## src/rtl/alu_exec_unit.sv

```systemverilog
// Multi-cycle 8-bit execute unit feeding the ALU result latch; pulses grab once per completed op.
// Define ALU_DIV_EN to build the restoring divider for opcode 9; otherwise opcode 9 is illegal.
module alu_exec_unit #(
  parameter int MUL_ITERS = 8
) (
  input  logic        clock,
  input  logic        reset,
  input  logic        start,
  input  logic [3:0]  opcode,
  input  logic [7:0]  operand_a,
  input  logic [7:0]  operand_b,
  output logic        busy,
  output logic        grab,
  output logic [15:0] alu_result,
  output logic [2:0]  flags
);

  localparam logic [3:0] OP_ADD = 4'd0;
  localparam logic [3:0] OP_SUB = 4'd1;
  localparam logic [3:0] OP_AND = 4'd2;
  localparam logic [3:0] OP_OR  = 4'd3;
  localparam logic [3:0] OP_XOR = 4'd4;
  localparam logic [3:0] OP_NOT = 4'd5;
  localparam logic [3:0] OP_SHL = 4'd6;
  localparam logic [3:0] OP_SHR = 4'd7;
  localparam logic [3:0] OP_MUL = 4'd8;
`ifdef ALU_DIV_EN
  localparam logic [3:0] OP_DIV = 4'd9;
`endif
  localparam logic [3:0] LAST_ITER = 4'(MUL_ITERS - 1);

  typedef enum logic [1:0] {
    IDLE,
    ITER,
    DONE
  } state_t;

  state_t state;
  state_t state_next;

  logic [7:0]  src_reg;
  logic [7:0]  acc_hi;
  logic [7:0]  acc_lo;
  logic [3:0]  iter_cnt;
  logic        iter_last;
  logic        is_multi;

  logic [15:0] sc_result;
  logic        sc_carry;
  logic        sc_legal;
  logic        sc_wide;
  logic [2:0]  sc_flags;

  logic [8:0]  mul_sum;
  logic [7:0]  mul_hi;
  logic [7:0]  mul_lo;
  logic [7:0]  step_hi;
  logic [7:0]  step_lo;
  logic [15:0] step_result;

`ifdef ALU_DIV_EN
  logic        op_is_div;
  logic [8:0]  div_shift;
  logic        div_ok;
  logic [7:0]  div_hi;
  logic [7:0]  div_lo;
`endif

  // Single-cycle results are computed straight from the decode-stage inputs.
  always_comb begin
    sc_result = 16'h0000;
    sc_carry  = 1'b0;
    sc_legal  = 1'b1;
    sc_wide   = 1'b0;
    case (opcode)
      OP_ADD: {sc_carry, sc_result[7:0]} = {1'b0, operand_a} + {1'b0, operand_b};
      OP_SUB: begin
        sc_result[7:0] = operand_a - operand_b;
        sc_carry       = (operand_a < operand_b);
      end
      OP_AND: sc_result[7:0] = operand_a & operand_b;
      OP_OR:  sc_result[7:0] = operand_a | operand_b;
      OP_XOR: sc_result[7:0] = operand_a ^ operand_b;
      OP_NOT: sc_result[7:0] = ~operand_a;
      OP_SHL: begin
        sc_result[7:0] = {operand_a[6:0], 1'b0};
        sc_carry       = operand_a[7];
      end
      OP_SHR: begin
        sc_result[7:0] = {1'b0, operand_a[7:1]};
        sc_carry       = operand_a[0];
      end
      OP_MUL: sc_wide = 1'b1;
`ifdef ALU_DIV_EN
      OP_DIV: begin
        sc_result = 16'hFFFF;
        sc_carry  = 1'b1;
        sc_wide   = 1'b1;
      end
`endif
      default: sc_legal = 1'b0;
    endcase
  end

  assign sc_flags = sc_legal ? {sc_carry, (sc_result == 16'h0000),
                                (sc_wide ? sc_result[15] : sc_result[7])}
                             : 3'b100;

  // Divide by zero never enters ITER; it completes as a single-cycle error result.
  always_comb begin
    is_multi = (opcode == OP_MUL);
`ifdef ALU_DIV_EN
    if ((opcode == OP_DIV) && (operand_b != 8'd0)) begin
      is_multi = 1'b1;
    end
`endif
  end

  assign mul_sum = {1'b0, acc_hi} + (acc_lo[0] ? {1'b0, src_reg} : 9'd0);
  assign mul_hi  = mul_sum[8:1];
  assign mul_lo  = {mul_sum[0], acc_lo[7:1]};

`ifdef ALU_DIV_EN
  // Restoring step: acc_hi holds the partial remainder, acc_lo shifts dividend out and quotient in.
  assign div_shift = {acc_hi, acc_lo[7]};
  assign div_ok    = (div_shift >= {1'b0, src_reg});
  assign div_hi    = div_ok ? 8'(div_shift - {1'b0, src_reg}) : div_shift[7:0];
  assign div_lo    = {acc_lo[6:0], div_ok};
  assign step_hi   = op_is_div ? div_hi : mul_hi;
  assign step_lo   = op_is_div ? div_lo : mul_lo;
`else
  assign step_hi   = mul_hi;
  assign step_lo   = mul_lo;
`endif

  assign step_result = {step_hi, step_lo};
  assign iter_last   = (iter_cnt == LAST_ITER);

  always_ff @(posedge clock) begin
    if (!reset) begin
      state <= IDLE;
    end else begin
      state <= state_next;
    end
  end

  always_comb begin
    state_next = state;
    case (state)
      IDLE: begin
        if (start) begin
          state_next = is_multi ? ITER : DONE;
        end
      end
      ITER: begin
        if (iter_last) begin
          state_next = DONE;
        end
      end
      DONE:    state_next = IDLE;
      default: state_next = IDLE;
    endcase
  end

  assign busy = (state != IDLE);
  assign grab = (state == DONE);

  // Outputs only move on completion, so the latch sees stable values between grabs.
  always_ff @(posedge clock) begin
    if (!reset) begin
      alu_result <= 16'h0000;
      flags      <= 3'b000;
      src_reg    <= 8'h00;
      acc_hi     <= 8'h00;
      acc_lo     <= 8'h00;
      iter_cnt   <= 4'd0;
`ifdef ALU_DIV_EN
      op_is_div  <= 1'b0;
`endif
    end else begin
      case (state)
        IDLE: begin
          if (start) begin
            iter_cnt <= 4'd0;
            if (is_multi) begin
              acc_hi <= 8'h00;
              if (opcode == OP_MUL) begin
                src_reg <= operand_a;
                acc_lo  <= operand_b;
              end else begin
                src_reg <= operand_b;
                acc_lo  <= operand_a;
              end
`ifdef ALU_DIV_EN
              op_is_div <= (opcode == OP_DIV);
`endif
            end else begin
              alu_result <= sc_result;
              flags      <= sc_flags;
            end
          end
        end
        ITER: begin
          acc_hi   <= step_hi;
          acc_lo   <= step_lo;
          iter_cnt <= iter_cnt + 4'd1;
          if (iter_last) begin
            alu_result <= step_result;
            flags      <= {1'b0, (step_result == 16'h0000), step_result[15]};
          end
        end
        default: ;
      endcase
    end
  end

endmodule

```

## config.mk

```make
export PLATFORM = sky130hd
export DESIGN_NAME = alu_exec_unit
export DESIGN_NICKNAME = d
export VERILOG_FILES = /design/src/rtl/alu_exec_unit.sv
export SDC_FILE = /design/constraint.sdc
export NUM_CORES = 1
export LEC_CHECK = 0
export BUFFER_PORTS_ARGS = -buffer_cell sky130_fd_sc_hd__buf_2
export CORE_UTILIZATION = 59
export DETAILED_ROUTE_END_ITERATION = 10
export GPL_TIMING_DRIVEN = 0
export PLACE_DENSITY = 0.89
export SYNTH_ARGS = -nofsm -noshare
export SYNTH_HDL_FRONTEND = slang
export SYNTH_SLANG_ARGS = --single-unit
```

## constraint.sdc

```tcl
create_clock -name clock -period 2.6 [get_ports clock]
set_input_delay 0.39 -clock clock [delete_from_list [all_inputs] [get_ports clock]]
set_output_delay 0.39 -clock clock [all_outputs]
set_load 0.01 [all_outputs]
```

==> flow_summary.ini <==
[die]
design.die.area_sq_um = 6780
die_y_microns = 82.3
start_util = 0.628
rows = 28
coreArea_sq_um = 6060
dieWidth_microns = 82.3
pin_count = 44

[worst_setup_path]
cp-start-kind = input pin
r2r_slack_ps = 50
r2r-end = alu_result[15]
worstSetupEndpointType = flip-flop
r2r-start = acc_lo[0]
crit_path_max_fanout = 8
path_class = input pin to flip-flop
cp.arrival_ps = 2810
max_stage_delay_ps = 370
critical-path-top-delay-family = compound AO/OA/AOI/OAI gates
critPathBufInv = 2
critPathRequiredTime_ps = 2830
cpMostUsedCell = a21o_1
rr_worst_depth = 11
path_cells = clkbuf_4, inv_1, ha_1, a21o_1, a21o_1, a221o_1, a211o_1, a2111oi_4, nand3_1, o31ai_2
slowest_stage = a2111oi_4

[clock_tree]
hold_buffers = 0
ctsHtreeMaxLevel = 2
cts.sinks = 49
cts_made_buffers = 5
clk_latency_ps = 310
clock_path_buffers = 2
postCtsSetupRepairBufs = 0
clk_pin_slew_ps = 90
cts_tree = built
root_buffer = clkbuf_8

[route]
wire_per_inst_microns = 18.8
drtIter0Drc = 373
vias = 4016
drc = 0
vias_per_cell = 6.55
wirelength_microns = 11500
dr.pass1.iters = 5
ant_nets = 0

[yosys]
syn_area_sq_um = 3810
syn_nets = 548
ys.flop_type = dfxtp_1
synth_edf_count = 0
synth.avg_cell_area_sq_um = 7.80
ys_warn_count = 0
syn_inst = 488
yosysSeqAreaShare = 0.258
synth_seq_cells = 49
synth-async-reset-ratio = 0
synth.distinct_cells = 68

[timing]
hold_violations = 0
fin_skew_ps = 4.65
finalSetupViolations = 0
maxSlewViolCount = 0
holdWs_ps = 361
fin_crit_ps = 2580
min_period_over_period = 0.991
maxSlewHeadroom = 0.161
fmax_ghz = 0.388
tightest_slew_ps = 1240

[worst_hold_path]
whs_endpoint = alu_result[15]
hold_class = input pin to flip-flop
hold_depth = 2
min-delay-start = reset

[global_route]
grt_start_max_net_pins = 15
first_global_vias = 3685
grt_pass1_wl_microns = 17700
met2_usage = 0.540
gr-total-overflow = 0
grtUsageTotal = 0.353
busiest_layer = met2
grtUsageMet3 = 0.102
antenna_found_initial = 0
use_met1 = 0.457

[layout]
layout.nets = 597
mostFrequentLayoutCells = nand2_1, buf_2, nor2_1
largest_reg_flops = 16
largest-register = alu_result
area_growth_pct = 11.9
drive_gt1_frac = 0.175
antenna_cells = 0
layout_commonest_cell = nand2_1

[place]
numPortBuffers = 42
dp_hpwl_microns = 8600
routabilityCongestion = 0.996

[power]
cellPowerDensity_nw_per_um2 = 404
finalPower_uw = 1720
ir_worst_vdd_uv = 464
leakagePower_uw = 0.00184

[job]
maxCapViolCount = 0

[run_status]
outcome = finished, final reports clean
what timing repair did:
| item | CTS | global route |
|---|---|---|
| setup endpoints to repair | 1 | 3 |
| pin swaps | 0 | 2 |
| gates resized for setup | 3 | 8 |
cell type report:
type	count	area [sq um]
inverters	32	120
plain buffers	25	141
well taps	75	93.8
multi-input cells	382	2610
clock inverters	1	5.00
flip-flops and latches	49	982
repair buffers	42	213
clock buffers	7	96.3
fillers	482	1800
cells in the mapped netlist (4+ instances only):
cell	instances	share of area
a211o_1	4	0.0092
a21o_1	4	0.0079
a21oi_1	43	0.057
a22oi_1	8	0.016
a31oi_1	7	0.011
and2_1	9	0.015
and3_1	5	0.0082
buf_2	11	0.014
buf_6	4	0.012
clkbuf_1	9	0.0089
dfxtp_1	49	0.26
ha_1	34	0.11
inv_1	31	0.031
mux2i_1	11	0.029
nand2_1	67	0.066
nand2b_1	6	0.0099
nand3_1	16	0.021
nand3b_1	7	0.014
nand4_1	4	0.0066
nor2_1	50	0.049
nor2b_1	8	0.013
nor3_1	5	0.0066
nor4_1	4	0.0066
o211ai_1	6	0.012
o21ai_0	10	0.013
o221ai_1	5	0.011
xnor2_1	4	0.0092
routing by layer:
layer	part of all wire	vias up
met1	0.40	1850
met5	0	-
met3	0.12	57
li1	-	1837
met2	0.45	272
met4	0.038	0
where the power goes:
| part | internal [uW] | switching, uW | total (uW) |
|---|---|---|---|
| registers | 766 | 11.4 | 777 |
| clock network | 241 | 265 | 506 |
| logic | 164 | 274 | 438 |
worst max path at each step:
stage | depth (start not counted) | start | to | slack (ps)
detailed placement | 10 | operand_a[1] | flags[1] | -320
global placement | 10 | operand_a[1] | flags[1] | -220
global route | 11 | acc_lo[0] | alu_result[15] | -100
finish | 10 | operand_a[1] | flags[1] | 20
floorplan | 9 | operand_a[1] | flags[1] | 220
CTS | 10 | operand_a[1] | flags[1] | 20
cell families after synthesis:
group                      synth area share
DFF                                   0.258
buffers and inverters                0.0687
adders and majority gates             0.127
AOI/OAI and AO/OA                     0.235
xor gates and xnor gates             0.0115
muxes                                0.0437
and+or+nand+nor                       0.257
worst register-to-register path: cells and delay by family, from the launching register on:
| family | cells | cell delay [ps] |
|---|---|---|
| AO/OA/AOI/OAI | 4 | 880 |
| AND/OR/NAND/NOR | 4 | 580 |
| adder cells (fa/ha/maj) | 2 | 550 |
| flip-flops | 1 | 430 |
| buffers and inverters | 1 | 50 |
per-stage QoR:
step	setup TNS, ps	utilization	setup slack [ps]	cell area [sq um]	std cells
after floorplan	0	-	225	3810	488
after global placement	-279	0.679	-221	4110	605
after detailed placement	-458	0.679	-319	4110	605
after CTS	0	0.698	22.1	4230	613
after global routing	-186	0.703	-99.2	4260	613
final	0	0.703	22.2	4260	613
No activity file was read; power rests on OpenSTA's default activity.
